`src/rtl/grid_wb_ctrl.sv`:
```
// RCA grid writeback sequencer: latches one op's port routing,
// waits for its IO units, then hands results to the writeback stage.
module grid_wb_ctrl #(
    parameter int XLEN           = 32,
    parameter int NUM_ROWS       = 8,
    parameter int NUM_PORTS      = 2,
    parameter int ID_W           = 3,
    parameter int TIMEOUT_CYCLES = 255,
    localparam int SEL_W = $clog2(NUM_ROWS)
) (
    input  logic                                clk,
    input  logic                                rst,
    input  logic                                flush,
    input  logic                                issue_valid,
    output logic                                issue_ready,
    input  logic [NUM_PORTS-1:0][SEL_W-1:0]     issue_sels,
    input  logic [NUM_PORTS-1:0][4:0]           issue_rd,
    input  logic [NUM_PORTS-1:0]                issue_we,
    input  logic [ID_W-1:0]                     issue_id,
    input  logic [NUM_ROWS-1:0][XLEN-1:0]       io_unit_data,
    input  logic [NUM_ROWS-1:0]                 io_unit_data_valid,
    output logic [NUM_PORTS-1:0][SEL_W-1:0]     io_unit_sels,
    output logic                                io_unit_sels_valid,
    output logic                                wb_valid,
    input  logic                                wb_ack,
    output logic [NUM_PORTS-1:0][XLEN-1:0]      wb_data,
    output logic [NUM_PORTS-1:0][4:0]           wb_rd,
    output logic [NUM_PORTS-1:0]                wb_we,
    output logic [ID_W-1:0]                     wb_id,
    output logic                                busy,
    output logic                                timeout_err
);

    localparam int CNT_W =
        (TIMEOUT_CYCLES > 0) ? $clog2(TIMEOUT_CYCLES + 1) : 1;
    localparam int LAST_I =
        (TIMEOUT_CYCLES > 0) ? TIMEOUT_CYCLES - 1 : 0;
    localparam logic [CNT_W-1:0] LAST = LAST_I[CNT_W-1:0];
    localparam bit TO_EN = (TIMEOUT_CYCLES > 0);

    typedef enum logic [1:0] {
        IDLE = 2'd0,
        WAIT = 2'd1,
        WB   = 2'd2
    } state_t;

    state_t                             state;
    logic [CNT_W-1:0]                   cnt;
    logic                               ready;
    logic [SEL_W-1:0]                   base_sel;
    logic                               base_found;
    logic [NUM_PORTS-1:0][SEL_W-1:0]    fill_sels;
    logic [NUM_PORTS-1:0][XLEN-1:0]     cap_data;

    assign issue_ready = (state == IDLE) & ~flush & ~rst;
    assign busy        = (state != IDLE);

    // Disabled ports follow the lowest enabled port's row (or row 0).
    always_comb begin
        base_sel   = '0;
        base_found = 1'b0;
        for (int p = 0; p < NUM_PORTS; p++) begin
            if (issue_we[p] && !base_found) begin
                base_sel   = issue_sels[p];
                base_found = 1'b1;
            end
        end
        for (int p = 0; p < NUM_PORTS; p++) begin
            fill_sels[p] = issue_we[p] ? issue_sels[p] : base_sel;
        end
    end

    // All enabled ports see valid data; masked-off data reads as zero.
    always_comb begin
        ready    = 1'b1;
        cap_data = '0;
        for (int p = 0; p < NUM_PORTS; p++) begin
            if (wb_we[p]) begin
                if (!io_unit_data_valid[io_unit_sels[p]]) begin
                    ready = 1'b0;
                end
                cap_data[p] = io_unit_data[io_unit_sels[p]];
            end
        end
    end

    // Controller FSM with registered outputs.
    always_ff @(posedge clk) begin
        if (rst) begin
            state              <= IDLE;
            cnt                <= '0;
            io_unit_sels       <= '0;
            io_unit_sels_valid <= 1'b0;
            wb_valid           <= 1'b0;
            wb_data            <= '0;
            wb_rd              <= '0;
            wb_we              <= '0;
            wb_id              <= '0;
            timeout_err        <= 1'b0;
        end else if (flush) begin
            state              <= IDLE;
            cnt                <= '0;
            io_unit_sels_valid <= 1'b0;
            wb_valid           <= 1'b0;
            timeout_err        <= 1'b0;
        end else begin
            timeout_err <= 1'b0;
            unique case (state)
                IDLE: begin
                    if (issue_valid) begin
                        state              <= WAIT;
                        cnt                <= '0;
                        io_unit_sels       <= fill_sels;
                        io_unit_sels_valid <= 1'b1;
                        wb_rd              <= issue_rd;
                        wb_we              <= issue_we;
                        wb_id              <= issue_id;
                    end
                end
                WAIT: begin
                    if (ready) begin
                        state              <= WB;
                        wb_data            <= cap_data;
                        wb_valid           <= 1'b1;
                        io_unit_sels_valid <= 1'b0;
                    end else if (TO_EN && cnt == LAST) begin
                        state              <= IDLE;
                        io_unit_sels_valid <= 1'b0;
                        timeout_err        <= 1'b1;
                    end else if (cnt != '1) begin
                        cnt <= cnt + 1'b1;
                    end
                end
                WB: begin
                    if (wb_ack) begin
                        state    <= IDLE;
                        wb_valid <= 1'b0;
                    end
                end
                default: begin
                    state <= IDLE;
                end
            endcase
        end
    end

endmodule

```
`config.mk`:
```
export PLATFORM = sky130hd
export DESIGN_NAME = grid_wb_ctrl
export DESIGN_NICKNAME = d
export VERILOG_FILES = /design/src/rtl/grid_wb_ctrl.sv
export SDC_FILE = /design/constraint.sdc
export NUM_CORES = 1
export LEC_CHECK = 0
export CORE_AREA = 2 2 148 150
export DETAILED_ROUTE_END_ITERATION = 6
export DIE_AREA = 0 0 150 152
export DONT_BUFFER_PORTS = 1
export GPL_ROUTABILITY_DRIVEN = 0
export PLACE_DENSITY_LB_ADDON = 0.08
export SLEW_MARGIN = 20
export SYNTH_ARGS = -nofsm -noshare
export SYNTH_HDL_FRONTEND = slang
export SYNTH_SLANG_ARGS = --single-unit
```
`constraint.sdc`:
```
create_clock -name clk -period 2.5 [get_ports clk]
set_input_delay 0.5 -clock clk [delete_from_list [all_inputs] [get_ports clk]]
set_output_delay 0.5 -clock clk [all_outputs]
set_load 0.005 [all_outputs]
```
; Word level (Yosys, flattened, before mapping)
; Index checks and enable logic that the tools add are counted.
[word_totals]
reg_bits = 98
elab_cells = 83
[op_classes]
n_addsub = 1
n_lt_le_gt_ge = 2
eq_ne = 11
mux = 37
bitwise = 5
n_reduce_logical = 14
[op_table]
columns = op, n
row1 = binary-select mux 32 bit (select 3 bit), 2
row2 = 2-to-1 mux 32 bit, 4
row3 = 2-to-1 mux 8 bit, 4
row4 = one-hot mux 8 bit (2 select lines), 1
row5 = AND reduction 3 bit, 5
row6 = 2-to-1 mux 1 bit, 13
row7 = 2-to-1 mux 3 bit, 4
row8 = "inequality test 2 bit, second input constant", 6
row9 = "adder 8 x 1 -> 8 bit, second input constant", 1
row10 = "== test 8 bit, second input constant", 1
row11 = "< comparator 3 x 4 -> 1 bit, second input constant", 2
row12 = 2-to-1 mux 2 bit, 4
row13 = "inequality test 8 bit, second input constant", 1
row14 = binary-select mux 1 bit (select 3 bit), 2
row15 = one-hot mux 2 bit (3 select lines), 1
row16 = nonzero test 2 bit, 3
row17 = AND reduction 5 bit, 1
row18 = one-hot mux 1 bit (2 select lines), 2
row19 = OR reduction 4 bit, 1
row20 = "inequality test 3 bit, second input constant", 1
row21 = inverter 1 bit, 3
row22 = AND 1 bit, 2
row23 = "== test 2 x 1 -> 1 bit, second input constant", 1
row24 = "== test 2 bit, second input constant", 1
row25 = other kinds (4), 4

; Logic depth before layout (Yosys ltp)
[depth]
depth_word = 8
ltp_mapped = 8
mapped_depth_nobuf = 7

; Worst setup path before layout
; No wires, ideal clock.
[synth_timing]
path_type = register to register
startpoint = reg io_unit_sels[5] in the netlist's numbering
endpoint = reg wb_data[13] in the netlist's numbering
setup_time_ns = 0.130
t_arrival_ns = 2.049
t_required_ns = 2.370
setup_slack_ns = 0.322
path_stages_with_launch = 8
cell_sequence = dfxtp_1 clkbuf_1 mux4_2 a221o_1 buf_2 buf_1 nand3b_1 o31ai_1
[synth_between]
elab_chain_cells = 5
[synth_rtl]
columns = element, line
row1 = "start, declared", 22  ; output logic [NUM_PORTS-1:0][SEL_W-1:0] io_unit_sels,
row2 = "start signal, assigned", 113  ; io_unit_sels <= fill_sels;
row3 = binary-select mux 1 bit (select 3 bit), 79  ; if (!io_unit_data_valid[io_unit_sels[p]]) begin
row4 = 2-to-1 mux 1 bit (not written as such), 79
row5 = 2-to-1 mux 1 bit, 79
row6 = 2-to-1 mux 1 bit, 78  ; if (wb_we[p]) begin
row7 = AND reduction 3 bit (no line), n/a
row8 = "end signal, assigned", 123  ; wb_data <= cap_data;
row9 = "end, declared", 26  ; output logic [NUM_PORTS-1:0][XLEN-1:0] wb_data,
; Every way passes these cells. The select of a mux whose other input is x is not followed.
; A chain may end at the register's enable or synchronous reset.

; Worst setup path after layout
[layout_timing]
startpoint = reg io_unit_sels[3] in the netlist's numbering
endpoint = reg wb_data[43] in the netlist's numbering
[layout_between]
elab_chain_cells = 5
[layout_rtl]
columns = element, line
row1 = binary-select mux 1 bit (select 3 bit), 79
row2 = 2-to-1 mux 1 bit (not written as such), 79
row3 = 2-to-1 mux 1 bit, 79
row4 = 2-to-1 mux 1 bit, 78
row5 = AND reduction 3 bit (no line), n/a
; Parallel ways exist; a longest one is shown, timed or not. The select of a mux whose other input is x is not followed.

==> flow_summary_export.csv <==
group,metric,value,unit
outcome,outcome,"completed",
grt,grt_pass1_vias,6239,
drt,vias_per_cell,6.51,
logic_synthesis,syn_inst,643,
setup_path,worst_setup_path_start_kind,"flip-flop",
pwr,vdd.ir_drop.worst,0.000218,V
logic_synthesis,synth_cell_type_count,35,
logic_synthesis,synth-main-ff-cell,"dfxtp_1",
clocking,holdBufCountCts,0,
logic_synthesis,synth_edf_count,0,
cells_and_area,area.growth.synth_to_final,6.77,%
logic_synthesis,synth-seq-cells,98,
die,num_rows,54,
run,maxCapViolations,0,
grt,grt_max_degree,90,
drt,drcViolationCount,0,
grt,antenna_found_initial,0,
sta,max_freq,469,MHz
sta,worst_slew_pin_slew,0.882,ns
cells_and_area,antenna_cells,0,
setup_path,crit_type,"flip-flop to flip-flop",
cells_and_area,fin_nets,885,
clocking,cts_max_path_buffers,2,
setup_path,cp_num_buf_inv,1,
drt,dr.pass1.iters,4,
die,io_pins,380,
placement,port_buffers,0,
sta,post-route-period-util,85.2,%
grt,track_usage,20.2,%
logic_synthesis,synth-simple-area-share,11.7,%
die,die_x,150,µm
logic_synthesis,synth_mux_area_share,47.8,%
drt,drtIter0Drc,241,
grt,grt_pass1_wl,35.7,mm
setup_path,slowest_delay,0.52,ns
logic_synthesis,synth_fp_nets,935,
clocking,cts_made_buffers,9,
setup_path,crit_path_end_kind,"flip-flop",
grt,grt_util_met2,35.1,%
grt,met3_usage,5.98,%
pwr,leakage,2.31,nW
logic_synthesis,synth_xor_area_share,0,%
clocking,clk_latency,0.35,ns
logic_synthesis,synth_compound_area_share,10.3,%
setup_path,reg2reg_slack,0.37,ns
clocking,cts_resized,0,
die,start_util,35.8,%
logic_synthesis,ys_seq_area_share,25.7,%
min_path,hp-class,"input port to flip-flop",
sta,fin_tns_setup,0,ns
setup_path,path_cells,"mux2i_1 -> mux4_2 -> a221o_4 -> buf_12 -> o31ai_1",
die,coreArea,0.0214,mm²
logic_synthesis,syn_avg_cell_area,11.9,µm²
sta,finalClockSkew,0.00780,ns
placement,dp_hpwl,17.5,mm
drt,postRouteWirelength,23.5,mm
sta,hold_viol,0,
cells_and_area,finalInstanceArea,0.00815,mm²
sta,final_max_slew_viol_count,0,
grt,overflow,0,
clocking,post_cts_buffers,0,
setup_path,arrival,2.38,ns
clocking,cts_root_buffer,"clkbuf_16",
clocking,cts_tree,"yes",
drt,postRouteAntennaNets,0,
sta,rsz0062_at_grt,"no",
drt,wl_per_cell,26.7,µm
grt,busiest_layer,"met2",
setup_path,critPathRequiredTime,2.75,ns
clocking,clk_pin_slew_worst_paths,0.07,ns
logic_synthesis,syn_area,0.00764,mm²
sta,fin_crit,2.13,ns
logic_synthesis,postSynth.asyncResetShare,0,%
logic_synthesis,ys_warn_count,0,
placement,place_area,0.00787,mm²
clocking,cts_sinks,98,
logic_synthesis,synth_top_family_by_area,"multiplexers",
drt,vias,5719,
cells_and_area,drive_gt1_share,29.1,%
clocking,htree_levels,3,
sta,finalSetupViolCount,0,
die,dieArea,0.0228,mm²
die,die_y,152,µm
setup_path,path_delay_family,"compound AO/OA/AOI/OAI gates",
pwr,power.density,482,mW/mm²
setup_path,slowest_stage,"mux4_2",
grt,met1_usage,23.4,%
logic_synthesis,synthAdderAreaFrac,0.328,%
sta,max_slew_margin,41.2,%
setup_path,cp_max_fo,56,
-- Yosys cell counts, types with 2 or more instances --
library cell / instances / area, µm²
mux4_2: 130 / 2930
dfxtp_1: 98 / 1960
mux2i_1: 72 / 721
o31ai_1: 69 / 518
nand3b_1: 68 / 510
clkbuf_1: 40 / 150
nand2_1: 39 / 146
a21oi_1: 26 / 130
buf_2: 21 / 105
nor2_1: 16 / 60.1
buf_1: 13 / 48.8
or4_1: 7 / 52.6
nand2b_1: 5 / 31.3
a211oi_1: 4 / 30.0
nor3_1: 4 / 20.0
o21ai_0: 4 / 20.0
a311oi_1: 3 / 26.3
inv_1: 3 / 11.3
nand3_1: 3 / 15.0
ha_1: 2 / 25.0
or2_2: 2 / 12.5
-- flip-flops by register name (all words and copies together), names as in the netlist --
signal              flops
io_unit_sels_valid      1
wb_data                64
state                   2
wb_id                   3
io_unit_sels            6
cnt                     8
wb_valid                1
wb_rd                  10
timeout_err             1
wb_we                   2
-- path summary, 6_finish.rpt --
path	startpoint	end	cells after the start
setup / recovery	io_unit_sels[3]	wb_data[43]	5
hold / removal	issue_id[1]	wb_id[1]	2
setup reg to reg	io_unit_sels[3]	wb_data[43]	5
hold reg to reg	wb_id[0]	wb_id[0]	2
-- power breakdown --
group          switching [W]  internal [W]  leakage (nW)
combinational       0.000408      0.000528          1.36
clock               0.000649      0.000736         0.148
sequential         0.0000304       0.00158         0.796
total                0.00109       0.00285          2.31
-- worst register-to-register path, delay by kind of cell (launching register included) --
kind,cells,cell delay [ns]
muxes,2,0.64
DFF,1,0.38
AOI/OAI and AO/OA,2,0.82
buffers and inverters,1,0.19
-- cells in the final DEF, fill, tap and decap left out, types with 10 or more instances in the layout --
| cell | synthesis | final |
|---|---|---|
| a21oi_1 | 26 | 26 |
| buf_4 | 1 | 10 |
| clkbuf_16 | 0 | 10 |
| dfxtp_1 | 98 | 92 |
| mux2i_1 | 72 | 72 |
| mux4_2 | 130 | 130 |
| nand2_1 | 39 | 39 |
| nand3b_1 | 68 | 68 |
| nor2_1 | 16 | 16 |
| o31ai_1 | 69 | 69 |
-- stage by stage --
| stage | hold WS, ns | instances | setup slack [ns] | power [W] | utilization (%) |
|---|---|---|---|---|---|
| after floorplan | 0.447 | 643 | 0.322 | 0.00245 | - |
| after global placement | 0.458 | 862 | 0.354 | 0.00259 | 36.8 |
| after detailed placement | 0.468 | 862 | 0.316 | 0.00260 | 36.8 |
| after CTS | 0.201 | 878 | 0.363 | 0.00399 | 38.2 |
| after global routing | 0.198 | 878 | 0.268 | 0.00412 | 38.2 |
| final | 0.279 | 878 | 0.370 | 0.00393 | 38.2 |
-- logic make-up after synthesis --
| family | count (synthesis) |
|---|---|
| fa+ha+maj | 2 |
| buf+inv | 78 |
| flops | 98 |
| simple gates | 150 |
| mux | 202 |
| compound gates | 113 |
-- per-layer routing --
layer,vias to the layer above,wire length [µm]
li1,2535,-
met1,2874,8510
met2,276,12100
met3,34,2320
met4,0,524
met5,-,0
-- cell type report --
cell class / instances / area [µm²]
well taps: 280 / 350
clock inverters: 6 / 38.8
fillers: 2143 / 13200
clock buffers: 10 / 250
repair buffers: 14 / 155
flip-flops and latches: 98 / 1980
multi-input cells: 467 / 5370
inverters: 3 / 11.3
Power figures use the tool's default switching activity.
==> edit: new RTL, config.mk and constraints unchanged <==
Make the reset (`rst`) asynchronous in one clocked block.
--- a/src/rtl/grid_wb_ctrl.sv
+++ b/src/rtl/grid_wb_ctrl.sv
@@ -85,7 +85,7 @@
     end
 
     // Controller FSM with registered outputs.
-    always_ff @(posedge clk) begin
+    always_ff @(posedge clk or posedge rst) begin
         if (rst) begin
             state              <= IDLE;
             cnt                <= '0;
Formal check against the unedited RTL: differs if rst is asserted again (counterexample within 4 cycles, from zero or initial values and one cycle with rst high); with rst held inactive, the same outputs for 4 cycles.
==> edit against the original RTL <==
  * Critical path depth grew 1
  * Synthesized area increased by 4.3%
  * Wire length rose by 6.3%
  * Final area increased by 4.5%
  * Worst hold slack worse by 0.11 ns
  * Sequential cell count unchanged
  * Worst setup slack got worse by 0.17 ns
  * Count of clock-buffer cells in the layout is 1 higher
  * Critical path type unchanged
  * Critical endpoint is now wb_data[36]
Power is not compared: it rests on default switching activity, and its combinational part moved more than twofold at a synthesized area within 25%.
==> edit: results (changes against the original RTL) <==
Drt
  • Wire length per cell: 27.23 um (+1.8%)
  • Starting DRT DRC Count: 315 (+31%)
  • Via count: 5671 (-0.84%)
  • Drt pass-1 iters: 5 (+1)
  • Routed WL: 24940 um (+6.3%)

Worst setup path
  • Crit path to: wb_data[36]
  • Worst R2R Setup Slack: 0.20 ns (-0.17 ns)
  • Crit path max-delay family: multiplexers
  • Crit-path max FO: 40 (-29%)
  • Crit. Startpoint: io_unit_sels[3]
  • FF-to-FF path depth: 6 (+1)
  • Worst Path Arrival: 2.51 ns (+0.13 ns)
  • Max stage delay cell, worst path: dfrtp_4

Synthesis
  • Post-synthesis mux area share: 49.21% (+1.4 points)
  • Commonest cells post-synth: nand2_1, mux4_2, dfrtp_1, mux2_2, o21ai_0
  • Cell variety after synth: 36 (+2.9%)
  • Syn Nets: 959 (+2.6%)
  • Register area share after synthesis: 30.79% (+5.1 points)
  • Asr flop ratio synth: 100.0% (+100 points)
  • Synth Area per Inst: 11.94 um2 (+0.54%)
  • Synth area leaders: mux4_2, dfrtp_1, mux2_2, nand2_1, o21ai_0
  • Adder-cell share of the synthesized area: 0.3142% (-0.013 points)
  • Post-synth top flop: dfrtp_1
  • Complex-gate fraction of the synthesized area: 6.378% (-3.9 points)

Placed design
  • Placed insts: 900 (+4.4%)
  • DPL Wire Length: 19110 um (+9.1%)
  • Port Buf Inserts: 0 (unchanged)

Clock network
  • PostCTS Resize Cnt: 0 (unchanged)
  • Worst skew pair latency: 0.34 ns
  • Htree depth: 3 (unchanged)
  • Total CTS buffers: 9 (unchanged)

Timing
  • Rel. slew slack: 51.03% (+9.8 points)
  • Clock Skews: 0.004660 ns (-0.003138 ns)

GRT
  • Vias in the first global route: 6377 (+2.2%)
  • GR Util met2: 39.92% (+4.8 points)
  • Met3 usage: 6.727% (+0.75 points)
  • First-pass GRT wire length: 37900 um (+6.2%)
  • Pin count of the biggest net entering global routing: 99 (+10%)
  • Met1 track demand over resource: 23.55% (+0.16 points)
  • Total GRT Usage: 21.75% (+1.6 points)

Layout
  • # fillers: 2093 (-2.3%)
  • Final net count: 923 (+4.3%)
  • Share of post-route cells with drive strength above 1: 40.57% (+11 points)

Status
  • Status: completed

Hold path
  • Worst Hold Class: in2async
==> edit: worst min path at each step <==
stage / to / slack [ns] / cells after the start / start
6_report: wb_data[7] / 0.17 / 2 / rst
3_5_place_dp: state[1] / 0.49 / 1 / state[0]
4_1_cts: wb_data[7] / 0.20 / 2 / rst
5_1_grt: state[1] / 0.22 / 1 / wb_ack
3_3_place_gp: state[1] / 0.48 / 1 / state[0]
2_1_floorplan: state[1] / 0.46 / 1 / state[0]
==> edit: per-layer routing <==
metal | share of wire [%] | routed length (um)
met1 | 34 | 8376
met4 | 2.5 | 615
met2 | 53 | 13300
met5 | 0 | 0
met3 | 11 | 2651
==> edit: layout make-up <==
| cell class | count | area share (%) |
|---|---|---|
| multi-input cells | 493 | 61.09 |
| clock buffers | 11 | 2.731 |
| well taps | 280 | 4.112 |
| clock inverters | 5 | 0.3671 |
| inverters | 10 | 0.4846 |
| repair buffers | 19 | 2.261 |
| flip-flops and latches | 98 | 28.96 |
==> edit: kinds of logic after synthesis <==
kind of cell	after synthesis
AOI/OAI and AO/OA	92
adders and majority gates	2
buffers and inverters	76
DFF	98
muxes	219
and+or+nand+nor	180
==> edit: stage by stage <==
stage	instance area (um2)	worst slack [ns]	hold slack (ns)	total power, mW
final	8521	0.1967	0.1651	9.190
after global placement	8257	0.2455	0.4837	7.988
after detailed placement	8257	0.1856	0.4913	8.067
after global routing	8521	0.06244	0.2206	9.937
after floorplan	7969	0.2930	0.4592	6.825
after CTS	8521	0.1737	0.1997	9.369
==> edit: worst reg2reg max path, cell delays in order, from the launching register on <==
cell     delay [ns]
dfrtp_4        0.53
mux2i_1        0.14
mux4_2         0.49
a221o_4        0.53
buf_4          0.28
nand2_1        0.12
o21ai_0        0.08
